File: src/rtl/seq_adder_if.sv
// Start/busy/done handshake and operand/result bus for seq_adder.
// The sat request line exists only when SEQ_ADDER_SAT_EN is defined.
interface seq_adder_if #(
    parameter int WIDTH = 32
);
    logic             start;
    logic [WIDTH-1:0] ain;
    logic [WIDTH-1:0] bin;
    logic             sub;
`ifdef SEQ_ADDER_SAT_EN
    logic             sat;
`endif
    logic             busy;
    logic             done;
    logic [WIDTH-1:0] add_out;
    logic             carry_out;
    logic             overflow;

`ifdef SEQ_ADDER_SAT_EN
    modport master (output start, ain, bin, sub, sat,
                    input  busy, done, add_out, carry_out, overflow);
    modport slave  (input  start, ain, bin, sub, sat,
                    output busy, done, add_out, carry_out, overflow);
`else
    modport master (output start, ain, bin, sub,
                    input  busy, done, add_out, carry_out, overflow);
    modport slave  (input  start, ain, bin, sub,
                    output busy, done, add_out, carry_out, overflow);
`endif
endinterface

File: src/rtl/seq_adder.sv
// Multi-cycle add/subtract, one CHUNK-bit slice per clock, start/busy/done handshake.
// Define SEQ_ADDER_SAT_EN to add signed saturation controlled by the latched sat bit.
module seq_adder #(
    parameter int WIDTH = 32,
    parameter int CHUNK = 8
) (
    input  logic          clk,
    input  logic          rst,
    seq_adder_if.slave    bus
);
    localparam int N  = WIDTH / CHUNK;
    localparam int KW = (N > 1) ? $clog2(N) : 1;

    typedef enum logic [1:0] {IDLE, RUN, DONE} state_t;

    state_t           state_q, state_d;
    logic [KW-1:0]    k_q, k_d;
    logic [WIDTH-1:0] a_q, a_d;
    logic [WIDTH-1:0] b_q, b_d;
    logic             c_q, c_d;
    logic [WIDTH-1:0] shadow_q, shadow_d;
    logic [WIDTH-1:0] add_out_q, add_out_d;
    logic             carry_q, carry_d;
    logic             ovf_q, ovf_d;
`ifdef SEQ_ADDER_SAT_EN
    logic             sat_q, sat_d;
`endif

    int               base;
    logic [CHUNK:0]   slice;
    logic [WIDTH-1:0] full;
    logic             ovf_raw;

    always_ff @(posedge clk or posedge rst) begin
        if (rst) begin
            state_q   <= IDLE;
            k_q       <= '0;
            a_q       <= '0;
            b_q       <= '0;
            c_q       <= 1'b0;
            shadow_q  <= '0;
            add_out_q <= '0;
            carry_q   <= 1'b0;
            ovf_q     <= 1'b0;
`ifdef SEQ_ADDER_SAT_EN
            sat_q     <= 1'b0;
`endif
        end else begin
            // NOTE: non-blocking updates so every register samples pre-edge values of the others.
            state_q   <= state_d;
            k_q       <= k_d;
            a_q       <= a_d;
            b_q       <= b_d;
            c_q       <= c_d;
            shadow_q  <= shadow_d;
            add_out_q <= add_out_d;
            carry_q   <= carry_d;
            ovf_q     <= ovf_d;
`ifdef SEQ_ADDER_SAT_EN
            sat_q     <= sat_d;
`endif
        end
    end

    always_comb begin
        // NOTE: every output of this block gets a default first, so no path can infer a latch.
        state_d   = state_q;
        k_d       = k_q;
        a_d       = a_q;
        b_d       = b_q;
        c_d       = c_q;
        shadow_d  = shadow_q;
        add_out_d = add_out_q;
        carry_d   = carry_q;
        ovf_d     = ovf_q;
`ifdef SEQ_ADDER_SAT_EN
        sat_d     = sat_q;
`endif

        base  = int'(k_q) * CHUNK;
        slice = {1'b0, a_q[base +: CHUNK]} + {1'b0, b_q[base +: CHUNK]}
              + {{CHUNK{1'b0}}, c_q};
        full  = shadow_q;
        full[base +: CHUNK] = slice[CHUNK-1:0];
        // Overflow uses the inverted B so subtraction needs no separate rule.
        ovf_raw = (a_q[WIDTH-1] == b_q[WIDTH-1]) && (full[WIDTH-1] != a_q[WIDTH-1]);

        case (state_q)
            IDLE, DONE: begin
                if (bus.start) begin
                    state_d = RUN;
                    k_d     = '0;
                    a_d     = bus.ain;
                    b_d     = bus.sub ? ~bus.bin : bus.bin;
                    c_d     = bus.sub;
`ifdef SEQ_ADDER_SAT_EN
                    sat_d   = bus.sat;
`endif
                end else begin
                    state_d = IDLE;
                end
            end
            RUN: begin
                shadow_d = full;
                c_d      = slice[CHUNK];
                if (k_q == KW'(N - 1)) begin
                    state_d   = DONE;
                    add_out_d = full;
                    carry_d   = slice[CHUNK];
                    ovf_d     = ovf_raw;
`ifdef SEQ_ADDER_SAT_EN
                    if (sat_q && ovf_raw)
                        add_out_d = a_q[WIDTH-1] ? {1'b1, {(WIDTH-1){1'b0}}}
                                                 : {1'b0, {(WIDTH-1){1'b1}}};
`endif
                end else begin
                    k_d = k_q + 1'b1;
                end
            end
            default: state_d = IDLE;
        endcase
    end

    // busy excludes the first RUN cycle, so a single-slice unit never raises it.
    assign bus.busy      = (state_q == RUN) && (k_q != '0);
    assign bus.done      = (state_q == DONE);
    assign bus.add_out   = add_out_q;
    assign bus.carry_out = carry_q;
    assign bus.overflow  = ovf_q;
endmodule

File: src/flat_wrapper.sv
// flat-port wrapper written by rule: the top's interface ports become plain ports
module seq_adder_flat 
#(
    parameter int WIDTH = 32,
    parameter int CHUNK = 8
)
  (clk, rst, bus_start, bus_ain, bus_bin, bus_sub, bus_busy, bus_done, bus_add_out, bus_carry_out, bus_overflow);
  seq_adder_if #(.WIDTH(WIDTH)) bus_i ();
  input  logic clk;
  input  logic rst;
  input wire logic [$bits(bus_i.start)-1:0] bus_start;
  input wire logic [$bits(bus_i.ain)-1:0] bus_ain;
  input wire logic [$bits(bus_i.bin)-1:0] bus_bin;
  input wire logic [$bits(bus_i.sub)-1:0] bus_sub;
  output wire logic [$bits(bus_i.busy)-1:0] bus_busy;
  output wire logic [$bits(bus_i.done)-1:0] bus_done;
  output wire logic [$bits(bus_i.add_out)-1:0] bus_add_out;
  output wire logic [$bits(bus_i.carry_out)-1:0] bus_carry_out;
  output wire logic [$bits(bus_i.overflow)-1:0] bus_overflow;
  assign bus_i.start = bus_start;
  assign bus_i.ain = bus_ain;
  assign bus_i.bin = bus_bin;
  assign bus_i.sub = bus_sub;
  assign bus_busy = bus_i.busy;
  assign bus_done = bus_i.done;
  assign bus_add_out = bus_i.add_out;
  assign bus_carry_out = bus_i.carry_out;
  assign bus_overflow = bus_i.overflow;
  seq_adder #(.WIDTH(WIDTH), .CHUNK(CHUNK)) u_core (.clk(clk), .rst(rst), .bus(bus_i));
endmodule
File: config.mk
export PLATFORM = sky130hd
export DESIGN_NAME = seq_adder_flat
export DESIGN_NICKNAME = d
export VERILOG_FILES = /design/src/rtl/seq_adder_if.sv /design/src/rtl/seq_adder.sv /design/src/flat_wrapper.sv
export SDC_FILE = /design/constraint.sdc
export NUM_CORES = 1
export LEC_CHECK = 0
export ABC_CLOCK_PERIOD_IN_PS = 4700
export BUFFER_PORTS_ARGS = -buffer_cell sky130_fd_sc_hd__buf_2
export CAP_MARGIN = 10
export CORE_MARGIN = 5
export CORE_UTILIZATION = 35
export DETAILED_ROUTE_END_ITERATION = 12
export HOLD_SLACK_MARGIN = 0.15
export PLACE_DENSITY_LB_ADDON = 0.08
export SETUP_SLACK_MARGIN = 0.2
export SYNTH_ARGS = -nofsm -noshare
export SYNTH_HDL_FRONTEND = slang
export SYNTH_SLANG_ARGS = --single-unit
File: constraint.sdc
create_clock -name clk -period 4.7 [get_ports clk]
set_input_delay 0.235 -clock clk [delete_from_list [all_inputs] [get_ports clk]]
set_output_delay 0.235 -clock clk [all_outputs]
set_load 0.01 [all_outputs]
[After elaboration in Yosys (flattened, before gate mapping)]
Index checks and enable logic that the tools add are counted.
Operators by class
  $add $sub $neg: 4
  equal/unequal tests: 8
  shift operators: 4
  mux-type cells: 10
  bitwise gates (word level): 1
  reductions and logical operators: 10
Operators with widths (number)
  32-bit by 6-bit variable part select with 8-bit output: 2
  5-bit negation with 33-bit output: 1
  8-bit by 33-bit variable shift with 32-bit output (first input constant): 1
  8-bit by 33-bit variable part select with 32-bit output: 1
  32-bit bitwise mux: 1
  32-bit 2-to-1 mux: 1
  32-bit inverter: 1
  8-bit by 8-bit adder with 9-bit output: 1
  9-bit by 1-bit adder with 9-bit output: 1
  2-bit case mux with 2 select lines: 2
  2-bit 2-to-1 mux: 3
  2-bit AND reduction: 3
  2-bit equality test (second input constant): 2
  2-bit inequality test (second input constant): 2
  2-bit nonzero test: 2
  3-bit AND reduction: 1
  2-bit by 1-bit adder with 2-bit output (second input constant): 1
  2-bit by 1-bit equality test with 1-bit output (second input constant): 1
  1-bit logical AND: 2
  2-bit zero test: 1
  1-bit 2-to-1 mux: 2
  2-bit by 1-bit inequality test with 1-bit output (second input constant): 1
  1-bit case mux with 2 select lines: 1
  2-bit OR reduction: 1
  2 further kinds: 2
Storage, ports and cells
  register bits after elaboration: 135
  input bits: 68
  output and inout bits: 36
  word-level logic and storage cells: 46

[Longest topological paths before layout]
Gate-level depths: netlist (run 1).
  depth after elaboration: 7
  gate-level depth with buffers: 10
  depth with buffers taken out: 9

[Worst setup path before layout (run 1)]
No wires, ideal clock.
  path kind: reg-to-reg
  from: reg u_core.k_q[0]
  to: reg u_core.shadow_q[13]
  library setup time: 0.121 ns
  arrival: 2.752 ns
  data required time: 4.579 ns
  slack: 1.827 ns
  cell stages (with the launch flop): 10
  buffers on the path: 2
  clock period less this slack: 2.873 ns
  cells stage by stage: dfrtp_1 -> buf_6 -> buf_2 -> mux4_2 -> ha_1 -> o211a_1 -> o31a_1 -> or3_4 -> and2_1 -> a22o_1
Between the ends
  cells in the longest elaborated chain, start to end: 5
  elaborated cells on any way between the ends: 8
  classes of those cells: 3 x add/sub; 4 x shift; 1 x mux
Ends and longest elaborated chain
  from (decl): RTL line seq_adder.sv:17  | logic [KW-1:0] k_q, k_d;
  from (signal assigned): RTL line seq_adder.sv:51  | k_q <= k_d;
  32-bit by 6-bit variable part select with 8-bit output: RTL line seq_adder.sv:81  | slice = {1'b0, a_q[base +: CHUNK]} + {1'b0, b_q[base +: CHUNK]}
  8-bit by 8-bit adder with 9-bit output: RTL line seq_adder.sv:81
  9-bit by 1-bit adder with 9-bit output: RTL line seq_adder.sv:82  | + {{CHUNK{1'b0}}, c_q};
  8-bit by 33-bit variable part select with 32-bit output: RTL line seq_adder.sv:84  | full[base +: CHUNK] = slice[CHUNK-1:0];
  32-bit bitwise mux *: RTL line seq_adder.sv:84
  to (signal assigned): RTL line seq_adder.sv:55  | shadow_q <= shadow_d;
  to (decl): RTL line seq_adder.sv:21  | logic [WIDTH-1:0] shadow_q, shadow_d;
Mark *: on every way between the ends. The rest lies on a longest branch, timed or not.
A chain may end at the register's enable or synchronous reset.

[Worst setup path in the final report (run 1)]
  from: reg u_core.k_q[0]
  to: reg u_core.add_out_q[27] (netlist: u_core.bus.add_out[27])
Between the ends
  cells in the longest elaborated chain, start to end: 5
  elaborated cells on any way between the ends: 10
  classes of those cells: 3 x add/sub; 1 x eq/ne; 4 x shift; 1 x mux; 1 x reduce/logical
Ends and longest elaborated chain
  32-bit by 6-bit variable part select with 8-bit output: RTL line seq_adder.sv:81
  8-bit by 8-bit adder with 9-bit output: RTL line seq_adder.sv:81
  9-bit by 1-bit adder with 9-bit output: RTL line seq_adder.sv:82
  8-bit by 33-bit variable part select with 32-bit output: RTL line seq_adder.sv:84
  32-bit bitwise mux: RTL line seq_adder.sv:84
  to (signal assigned): RTL line seq_adder.sv:56  | add_out_q <= add_out_d;
  to (decl): RTL line seq_adder.sv:22  | logic [WIDTH-1:0] add_out_q, add_out_d;
Parallel ways exist; a longest one is shown, timed or not.

==> results.yml, run 1 <==
global_routing:
  antenna_found_initial: 0
  grt_pass1_vias: 5136
  grt_first_pass_wirelength_um: 27870
  groute.usage.overall_pct: 16.59
  globalRoute.totalOverflow: 0
  maximum_number_of_pins_on_one_net_before_global_route_repair: 80
yosys:
  synth_flop_cell: "sky130_fd_sc_hd__dfrtp_1"
  post_synth_and_or_nand_nor_area_fraction_pct: 14.49
  yosys-top-cells-area: "sky130_fd_sc_hd__dfrtp_1 (53%), sky130_fd_sc_hd__nand2_1 (9.8%), sky130_fd_sc_hd__o21ai_0 (4.9%), sky130_fd_sc_hd__mux4_2 (4.6%), sky130_fd_sc_hd__xnor2_1 (4.5%)"
  ys_seq_elements: 135
  mapped_nets: 711
  post_synth_xor_area_fraction_pct: 4.506
  seq_area_frac_synth_pct: 52.67
  synth_compound_area_share_pct: 14.90
  synthesis.area_per_instance_um2: 10.21
  syn-instance-count: 628
  syn-cell-area_um2: 6414
  async_flop_share_pct: 100.0
  number_of_enable_flip_flop_cells_after_synthesis: 0
  combinational_family_with_the_most_area_after_synthesis: "compound AO/OA/AOI/OAI gates"
  yosys.cell_types.count: 50
  netlist.area_leader.share_pct: 52.67
  post_synth_mux_area_share_pct: 6.828
  synth_top_cell_by_area: "sky130_fd_sc_hd__dfrtp_1"
  yosysWarningCount: 0
  post_synth_fa_ha_maj_area_fraction_pct: 3.160
clocking:
  cts_sinks: 135
  h-tree-depth: 4
  clk_path_buf_depth: 2
  cts_made_buffers: 17
  clk-insertion-delay-late_ns: 0.42
  cts_root_buffer: "sky130_fd_sc_hd__clkbuf_16"
  path_clk_slew_ns: 0.06
  cts_tree: "done"
finish:
  nFillCells: 1738
  mostFrequentLayoutCell: "sky130_fd_sc_hd__nand2_1"
  antenna_cells_inserted: 0
  final_layout_size_suffix_gt1_share_pct: 21.10
  postLayoutCoreUtil_pct: 46.37
  syn_to_final_growth_pct: 30.32
  num-nets-final: 871
  most-common-layout-cells: "sky130_fd_sc_hd__nand2_1 (167), sky130_fd_sc_hd__dfrtp_1 (135), sky130_fd_sc_hd__buf_2 (103), sky130_fd_sc_hd__o21ai_0 (63), sky130_fd_sc_hd__dlygate4sd3_1 (63)"
route:
  number_of_nets_with_antenna_violations_after_detailed_routing: 0
  viasPerCell: 4.999
  drc: 0
  routedWlPerCell_um: 16.72
  vias: 5149
  firstDrtPassIters: 5
  detail_route.iter0.violations: 386
  wirelength_um: 17220
die:
  dieArea_um2: 21130
  io_pins: 104
  core_area_um2: 18020
  initial_utilization_pct: 35.58
  die_width_um: 145.4
  row_count: 49
  die_height_um: 145.4
timing:
  final.setup.tns_ns: 0
  timing.final.setup_violations: 0
  fin_crit_ns: 3.477
  max_freq_ghz: 0.2876
  fin_hold_ws_ns: 0.1566
  final_max_slew_viol_count: 0
  finalClockSkew_ns: 0.01099
  worstMarginPinSlew_ns: 1.316
  report.final.hold_viol_count: 0
  finalWorstSetupSlack_ns: 1.223
  final_min_period_over_clock_period_pct: 73.99
  maxSlewHeadroom_pct: 11.47
  grt_setup_unrepaired: "no"
worst_setup_path:
  slowest_stage: "sky130_fd_sc_hd__nor4_1"
  worstSetupStartpointType: "register"
  cp.arrival_ns: 3.81
  path_max_fanout: 13
  worst_path_class_setup: "register to register"
  endpoint_kind: "register"
  register_to_register_setup_slack_ns: 1.22
  critical_path.cell_chain: "buf_4 > ha_1 > clkinv_1 > nor4_1 > a32oi_1 > o21ai_0"
  worstPathRequired_ns: 5.04
  critical_path.max_stage_delay_ns: 1.09
placement:
  numPortBuffers: 103
  detailed_place_hpwl_um: 12070
  routabilityCongestion: 0.8731
  post-place-ws_ns: 1.263
power_and_ir_drop:
  net-switching-power_mw: 2.646
  power_leakage_nw: 3.976
  power_density_nw_per_um2: 743.3
  pwr-share-seq_pct: 31.5
  power.internal_mw: 3.566
  netSwitchingFraction_pct: 42.60
  p_comb_share_pct: 47.3
  max-vdd-ir-drop_mv: 0.3992
  finalPower_mw: 6.212
  clkPwrFrac_pct: 21.2
worst_hold_path:
  hold_path.class: "input port to register"
flow_run:
  max_cap_violations: 0
status:
  outcome: "complete, no violations"
cell type report:
class                      count  area, µm²  share of cell area (%)
sequential                   135       3378                   40.42
inverter                      21      83.83                   1.003
multi-input combinational    439       2820                   33.74
clock buffer                  20      456.7                   5.464
timing repair buffer         174       1206                   14.43
clock inverter                12      126.4                   1.512
tap                          229      286.5                   3.428
flip-flops by register name (all words and copies together), names as in the netlist:
| name | count |
|---|---|
| u_core.bus.carry_out | 1 |
| u_core.bus.add_out | 32 |
| u_core.shadow_q | 32 |
| u_core.b_q | 32 |
| u_core.state_q | 2 |
| u_core.k_q | 2 |
| u_core.a_q | 32 |
| u_core.c_q | 1 |
| u_core.bus.overflow | 1 |
worst paths after layout:
| path | cells after the start | from | to |
|---|---|---|---|
| max | 6 | u_core.k_q[0]$_DFFE_PP0P_ | u_core.bus.add_out[27]$_DFFE_PP0P_ |
| min | 3 | bus_bin[7] | u_core.b_q[7]$_DFFE_PP0P_ |
| min reg2reg | 2 | u_core.a_q[2]$_DFFE_PP0P_ | u_core.a_q[2]$_DFFE_PP0P_ |
| max in group asynchronous | 4 | rst | u_core.a_q[0]$_DFFE_PP0P_ |
| max reg2reg | 6 | u_core.k_q[0]$_DFFE_PP0P_ | u_core.bus.add_out[27]$_DFFE_PP0P_ |
| min in group asynchronous | 4 | rst | u_core.b_q[0]$_DFFE_PP0P_ |
critical path: cells and delay by family (launching register included):
| kind | cells | cell delay, ns |
|---|---|---|
| and+or+nand+nor | 1 | 1.09 |
| buffers and inverters | 2 | 0.67 |
| DFF | 1 | 0.85 |
| adders and majority gates | 1 | 0.26 |
| AOI/OAI and AO/OA | 2 | 0.51 |
power by group through the flow:
stage | sequential [mW] | clock [mW] | combinational [mW]
6_report | 1.96 | 1.31 | 2.94
5_1_grt | 2.02 | 1.40 | 3.27
4_1_cts | 1.97 | 1.35 | 2.96
3_5_place_dp | 1.99 | 0 | 2.91
3_3_place_gp | 1.99 | 0 | 2.86
2_1_floorplan | 1.90 | 0 | 2.02
through the flow:
step / cell area, µm² / cells
3_3_place_gp: 7144 / 935
5_1_grt: 8358 / 1030
4_1_cts: 8358 / 1030
2_1_floorplan: 6414 / 628
3_5_place_dp: 7144 / 935
6_report: 8358 / 1030
Yosys cell counts, drive strengths merged (2+ instances only):
cell,number
o21a,3
and3,6
fa,2
a221oi,9
a22o,20
o2bb2ai,4
xnor2,33
and2,2
o32a,3
or4,2
inv,20
nand2b,2
dfrtp,135
a32oi,8
nor3,2
ha,13
clkbuf,26
o31ai,6
o21ai,66
nand2,167
nor2,32
o31a,2
or3,2
mux4,16
mux2,5
nor4,2
buf,7
a21oi,14
nor2b,5
layer usage:
metal,GRT usage (%),wire [µm],vias to the layer above
li1,-,-,2489
met2,26.96,8304,131
met3,4.267,810,21
met4,5.970,425,0
met1,21.57,7680,2508
met5,0,0,-
logic make-up after synthesis:
kind of cell	Yosys count
simple gates	226
xor+xnor	33
flops	135
compound gates	143
fa+ha+maj	15
buf+inv	54
mux	22
what timing repair did:
item	4_1_cts	5_1_grt
setup buffers	0	0
hold buffers	63	0
resized for setup	0	0
hold endpoints to repair	118	0
(Power assumes the default switching activity.)
==> inputs of run 2 (changes only) <==
Settings changed: ABC_AREA set to 1, ABC_CLOCK_PERIOD_IN_PS 4700 to 3490.
Clock period 4.7 ns to 3.49 ns, I/O delays scaled along.
==> run 2 against run 1 <==
Against the previous run:
- utilization is 0.52 points lower
- critical endpoint is now u_core.shadow_q[27]$_DFFE_PP0P_
- sequential share of layout area fell by 1.0 points
- fmax increased by 17%
- global-route usage up 0.14 points
- routed wire length up 1.7%
- first-iteration DRC count decreased by 13%
- worst hold slack better by 0.011 ns
- critical path depth rose by 7
==> results.yml, run 2 <==
status:
  outcome: "complete, no violations"
route:
  number_of_nets_with_antenna_violations_after_detailed_routing: 0
  drc: 0
  firstDrtPassIters: 5
  wirelength_um: 17510
  routedWlPerCell_um: 15.13
  viasPerCell: 4.811
  detail_route.iter0.violations: 336
  vias: 5566
global_routing:
  maximum_number_of_pins_on_one_net_before_global_route_repair: 136
  groute.usage.overall_pct: 16.74
  grt_pass1_vias: 5709
  globalRoute.totalOverflow: 0
  grt_first_pass_wirelength_um: 29240
  antenna_found_initial: 0
clocking:
  h-tree-depth: 4
  cts_tree: "done"
  clk-insertion-delay-late_ns: 0.42
  cts_made_buffers: 17
  clk_path_buf_depth: 2
  path_clk_slew_ns: 0.06
  cts_sinks: 135
  cts_root_buffer: "sky130_fd_sc_hd__clkbuf_16"
finish:
  most-common-layout-cells: "sky130_fd_sc_hd__nand2_1 (230), sky130_fd_sc_hd__dfrtp_1 (135), sky130_fd_sc_hd__buf_2 (103), sky130_fd_sc_hd__o21ai_0 (81), sky130_fd_sc_hd__dlygate4sd3_1 (65)"
  post-route-cell-area_um2: 8577
  antenna_cells_inserted: 0
  syn_to_final_growth_pct: 28.66
  num-nets-final: 996
  postLayoutCoreUtil_pct: 45.85
  mostFrequentLayoutCell: "sky130_fd_sc_hd__nand2_1"
  final_layout_size_suffix_gt1_share_pct: 21.56
  stdcell_count: 1157
power_and_ir_drop:
  netSwitchingFraction_pct: 43.70
  clkPwrFrac_pct: 19.7
  power_leakage_nw: 4.202
  power.internal_mw: 4.906
  p_comb_share_pct: 50.4
  max-vdd-ir-drop_mv: 0.4788
  power_density_nw_per_um2: 1016
  net-switching-power_mw: 3.808
  pwr-share-seq_pct: 29.9
timing:
  final_min_period_over_clock_period_pct: 85.49
  maxSlewHeadroom_pct: 33.52
  final_max_slew_viol_count: 0
  timing.final.setup_violations: 0
  worstMarginPinSlew_ns: 0.9972
  grt_setup_unrepaired: "no"
  max_freq_ghz: 0.3352
  finalClockSkew_ns: 0.01244
  report.final.hold_viol_count: 0
  fin_crit_ns: 2.984
  final.setup.tns_ns: 0
placement:
  dpl.cell_count: 1063
  numPortBuffers: 103
  detailed_place_hpwl_um: 12000
  place_area_um2: 7377
  routabilityCongestion: 0.8255
worst_setup_path:
  critical_path.cell_chain: "clkinv_1 > buf_4 > o21ai_0 > o22ai_1 > ha_1 > a21oi_2 > nand2_2 > xnor2_1 > nor2_2 > nand2_2 > o22ai_2 > nand2_1 > o21ai_1"
  path_buf_inv: 2
  critical_path.max_stage_delay_ns: 0.42
  worst_path_class_setup: "register to register"
  critPathTopFamily: "buffers and inverters"
  worstSetupStartpointType: "register"
  crit_path_start: "u_core.k_q[0]$_DFFE_PP0P_"
  startpoint_of_the_worst_register_to_register_path: "u_core.k_q[0]$_DFFE_PP0P_"
  cp.arrival_ns: 3.27
  worstPathRequired_ns: 3.78
  crit_top_cell: "sky130_fd_sc_hd__nand2_2"
  endpoint_kind: "register"
  slowest_stage: "sky130_fd_sc_hd__xnor2_1"
  path_max_fanout: 17
yosys:
  synthesis.area_per_instance_um2: 8.818
  syn-cell-area_um2: 6666
  yosys-top-cells-area: "sky130_fd_sc_hd__dfrtp_1 (51%), sky130_fd_sc_hd__nand2_1 (13%), sky130_fd_sc_hd__o21ai_0 (6.1%), sky130_fd_sc_hd__mux2_2 (5.1%), sky130_fd_sc_hd__xnor2_1 (4.6%)"
  syn-instance-count: 756
  yosys-top-cells-count: "sky130_fd_sc_hd__nand2_1 (231), sky130_fd_sc_hd__dfrtp_1 (135), sky130_fd_sc_hd__o21ai_0 (81), sky130_fd_sc_hd__inv_1 (51), sky130_fd_sc_hd__nor2_1 (43)"
  number_of_enable_flip_flop_cells_after_synthesis: 0
  yosysWarningCount: 0
  yosys.cell_types.count: 34
  synth_flop_cell: "sky130_fd_sc_hd__dfrtp_1"
  async_flop_share_pct: 100.0
  netlist.area_leader.share_pct: 50.68
  ys_seq_elements: 135
  seq_area_frac_synth_pct: 50.68
  synth_top_cell_by_area: "sky130_fd_sc_hd__dfrtp_1"
  mapped_nets: 839
  yosysMostFrequentCell: "sky130_fd_sc_hd__nand2_1"
die:
  initial_utilization_pct: 35.64
  core_area_um2: 18710
  io_pins: 104
  die_width_um: 148.0
  dieArea_um2: 21910
  row_count: 50
  die_height_um: 148.0
worst_hold_path:
  hold_path.class: "input port to register"
  hold_path.startpoint: "bus_start"
flow_run:
  max_cap_violations: 0
-- run 2: cell count changes in the layout (fill, tap and decap cells not counted), sizes merged, moves of 6 or more --
cell | before | now
nand2 | 167 | 237
inv | 21 | 54
o22ai | 1 | 31
mux2 | 5 | 30
a22o | 20 | 0
o21ai | 66 | 83
mux4 | 16 | 0
nor2 | 32 | 48
nand3 | 1 | 14
a221oi | 9 | 0
a31oi | 0 | 6
a32oi | 8 | 2
and3 | 6 | 0
o31ai | 6 | 0
-- run 2: metal layers --
layer	vias up	GRT usage [%]	share of wire [%]
li1	2766	-	-
met1	2670	21.11	45
met2	117	29.02	50
met3	13	4.077	3.8
met4	0	4.018	1.2
met5	-	0	0
-- run 2: tightest hold or removal path: stages --
cell	delay, ns
sky130_fd_sc_hd__buf_2	0.13
sky130_fd_sc_hd__nand3_1	0.10
sky130_fd_sc_hd__nand2_1	0.06
sky130_fd_sc_hd__inv_1	0.04
sky130_fd_sc_hd__nand2_1	0.04
-- run 2: kinds of logic after synthesis --
family                   count (synthesis)  synth area share (%)
AND/OR/NAND/NOR                        310                 19.03
AO/OA/AOI/OAI                          135                 11.47
buffers and inverters                   95                 5.987
XOR/XNOR                                36                 4.730
adder cells (fa/ha/maj)                 15                 3.041
flip-flops                             135                 50.68
multiplexers                            30                 5.068
-- run 2: per-stage QoR --
stage               power [mW]  hold WS [ns]  worst slack, ns
finish                   8.714        0.1674           0.5065
global route             9.484        0.2228           0.2267
CTS                      8.831        0.1675           0.4768
detailed placement       7.029        0.4130           0.4926
global placement         6.956        0.4083           0.5419
floorplan                5.681        0.3251           0.6631
-- run 2: cell type report --
type | instances | area [µm²]
Multi-Input combinational cell | 526 | 2897
Clock inverter | 11 | 110.1
Timing Repair Buffer | 177 | 1246
Inverter | 56 | 214.0
Tap cell | 234 | 292.8
Fill cell | 1844 | 10130
Sequential cell | 135 | 3378
Clock buffer | 18 | 439.2
-- run 2: power by group through the flow --
stage / Combinational, mW / Sequential [mW] / Clock (mW)
floorplan: 3.07 / 2.61 / 0
global route: 4.97 / 2.69 / 1.82
global placement: 4.33 / 2.63 / 0
finish: 4.39 / 2.61 / 1.71
CTS: 4.46 / 2.61 / 1.76
detailed placement: 4.39 / 2.64 / 0
-- run 2: final timing paths --
path	endpoint	slack, ns	cells after the start
setup / recovery	u_core.shadow_q[27]$_DFFE_PP0P_	0.51	13
hold / removal	u_core.c_q$_DFFE_PP0P_	0.17	5
setup reg to reg	u_core.shadow_q[27]$_DFFE_PP0P_	0.51	13
hold reg to reg	u_core.bus.add_out[16]$_DFFE_PP0P_	0.47	2
max in group asynchronous	u_core.a_q[18]$_DFFE_PP0P_	2.42	4
min in group asynchronous	u_core.bus.add_out[19]$_DFFE_PP0P_	0.53	4
-- run 2: repair_timing --
action,in CTS,in global routing
hold buffers,65,0
buffers inserted,0,0
hold endpoints to repair,199,0
gates resized for setup,0,0
==> inputs of run 3 (changes only) <==
Settings changed: BUFFER_PORTS_ARGS -buffer_cell sky130_fd_sc_hd__buf_2 to not set, DONT_BUFFER_PORTS set to 1.
==> run 3 against run 2 <==
Against the previous run:
- clock skew fell by 0.0073 ns
- worst setup slack better by 0.14 ns
- sequential power grew 5%
- first-iteration DRC count is 19% lower
- critical path depth shrank 1
- cell count is 5.6% lower
- fmax increased by 4.9%
- clock-buffer cell count rose by 5
- combinational power shrank 5.7%
- critical endpoint is now u_core.shadow_q[26]$_DFFE_PP0P_
==> results.yml, run 3 (synthesized netlist as in run 2, its figures left out) <==
global_routing:
  groute.usage.overall_pct: 16.38
  globalRoute.totalOverflow: 0
  grt_first_pass_wirelength_um: 28670
  maximum_number_of_pins_on_one_net_before_global_route_repair: 136
  antenna_found_initial: 0
  grt_pass1_vias: 5526
die:
  die_width_um: 148.0
  io_pins: 104
  core_area_um2: 18710
  row_count: 50
  initial_utilization_pct: 35.64
  dieArea_um2: 21910
  die_height_um: 148.0
timing:
  grt_setup_unrepaired: "no"
  max_freq_ghz: 0.3515
  worstMarginPinSlew_ns: 1.007
  timing.final.setup_violations: 0
  final_min_period_over_clock_period_pct: 81.51
  report.final.hold_viol_count: 0
  fin_crit_ns: 2.845
  maxSlewHeadroom_pct: 32.90
  fin_hold_ws_ns: 0.4426
  final.setup.tns_ns: 0
  final_max_slew_viol_count: 0
  finalClockSkew_ns: 0.005124
worst_setup_path:
  worstPathRequired_ns: 3.81
  slowest_stage: "sky130_fd_sc_hd__fa_1"
  worst_path_class_setup: "register to register"
  worstSetupStartpointType: "register"
  critical_path.max_stage_delay_ns: 0.43
  crit_top_cell: "sky130_fd_sc_hd__nand2_1"
  cp.arrival_ns: 3.17
  path_max_fanout: 33
  endpoint_kind: "register"
  critical_path.cell_chain: "buf_4 > nand2_1 > a32o_1 > fa_1 > fa_1 > xnor2_1 > inv_1 > nor2_1 > nand2_1 > o22ai_1 > nand2_1 > o21ai_0"
clocking:
  path_clk_slew_ns: 0.06
  clk-insertion-delay-late_ns: 0.41
  cts_made_buffers: 17
  cts_root_buffer: "sky130_fd_sc_hd__clkbuf_16"
  clk_path_buf_depth: 2
  cts_sinks: 135
  h-tree-depth: 4
  cts_tree: "done"
route:
  drc: 0
  routed-wl-met2_um: 8646
  top_routing_layer_in_use: "met4"
  routed_length_on_met3_um: 763
  m1WireLength_um: 7668
  number_of_nets_with_antenna_violations_after_detailed_routing: 0
  routedWlPerCell_um: 15.79
  firstDrtPassIters: 4
  viasPerCell: 4.820
  wirelength_um: 17240
  detail_route.iter0.violations: 272
  vias: 5263
power_and_ir_drop:
  power_leakage_nw: 3.915
  pwr-share-seq_pct: 31.6
  power.internal_mw: 4.901
  power_density_nw_per_um2: 1024
  netSwitchingFraction_pct: 43.35
  max-vdd-ir-drop_mv: 0.5333
  net-switching-power_mw: 3.751
  p_comb_share_pct: 47.8
  clkPwrFrac_pct: 20.6
finish:
  final_layout_size_suffix_gt1_share_pct: 11.42
  most-common-layout-cells: "sky130_fd_sc_hd__nand2_1 (230), sky130_fd_sc_hd__dfrtp_1 (135), sky130_fd_sc_hd__dlygate4sd3_1 (99), sky130_fd_sc_hd__o21ai_0 (81), sky130_fd_sc_hd__inv_1 (50)"
  antenna_cells_inserted: 0
  syn_to_final_growth_pct: 26.69
  nFillCells: 1834
  mostFrequentLayoutCell: "sky130_fd_sc_hd__nand2_1"
  num-nets-final: 928
placement:
  numPortBuffers: 0
  routabilityCongestion: 0.7554
  detailed_place_hpwl_um: 11770
status:
  outcome: "complete, no violations"
flow_run:
  max_cap_violations: 0
worst_hold_path:
  hold_path.class: "input port to register"
run 3: power groups by stage:
stage          clock [mW]  combinational, mW  sequential [mW]
2_1_floorplan           0               3.07             2.61
3_5_place_dp            0               4.09             2.78
5_1_grt              1.90               4.70             2.82
4_1_cts              1.83               4.22             2.75
3_3_place_gp            0               4.02             2.76
6_report             1.78               4.14             2.74
run 3: metal layers:
| layer | global-route usage, % | vias up |
|---|---|---|
| met5 | 0 | - |
| met4 | 3.557 | 0 |
| met3 | 4.476 | 9 |
| met2 | 27.86 | 110 |
| met1 | 20.98 | 2507 |
| li1 | - | 2637 |
run 3: worst paths after layout:
path | startpoint | to | slack, ns | depth (start not counted)
setup / recovery | u_core.k_q[0]$_DFFE_PP0P_ | u_core.shadow_q[26]$_DFFE_PP0P_ | 0.65 | 12
hold / removal | bus_ain[18] | u_core.a_q[18]$_DFFE_PP0P_ | 0.44 | 2
setup reg to reg | u_core.k_q[0]$_DFFE_PP0P_ | u_core.shadow_q[26]$_DFFE_PP0P_ | 0.65 | 12
hold reg to reg | u_core.b_q[22]$_DFFE_PP0P_ | u_core.b_q[22]$_DFFE_PP0P_ | 0.48 | 2
max in group asynchronous | rst | u_core.a_q[15]$_DFFE_PP0P_ | 2.48 | 3
min in group asynchronous | rst | u_core.bus.add_out[21]$_DFFE_PP0P_ | 0.47 | 3
run 3: final cells by class:
cell class,count,area (µm²),area share (%)
Clock buffer,23,488.0,5.778
Clock inverter,9,97.59,1.156
Inverter,56,214.0,2.533
Sequential cell,135,3378,40.00
Multi-Input combinational cell,526,2897,34.30
Timing Repair Buffer,109,1079,12.77
Tap cell,234,292.8,3.467
run 3: metrics by stage:
step	setup WS [ns]	utilization (%)	power, mW	instances	cell area (µm²)
after floorplan	0.6631	-	5.681	756	6670
after global placement	0.6781	36.72	6.787	961	6869
after detailed placement	0.6366	36.72	6.863	961	6869
after CTS	0.6184	45.15	8.803	1092	8446
after global routing	0.3536	45.15	9.422	1092	8446
final	0.6454	45.15	8.652	1092	8446
run 3: timing repair:
item                                   CTS  global route
buffers inserted                         0             0
hold buffers                            99             0
endpoints found under the hold margin  200             0
gates resized for setup                  0             0
run 3: worst max-delay path: cells and delay by family (launching register included):
family                     cells  cell delay [ns]
adders and majority gates      2             0.84
buffers and inverters          2             0.40
xor gates and xnor gates       1             0.22
AOI/OAI and AO/OA              3             0.54
DFF                            1             0.35
and+or+nand+nor                4             0.41
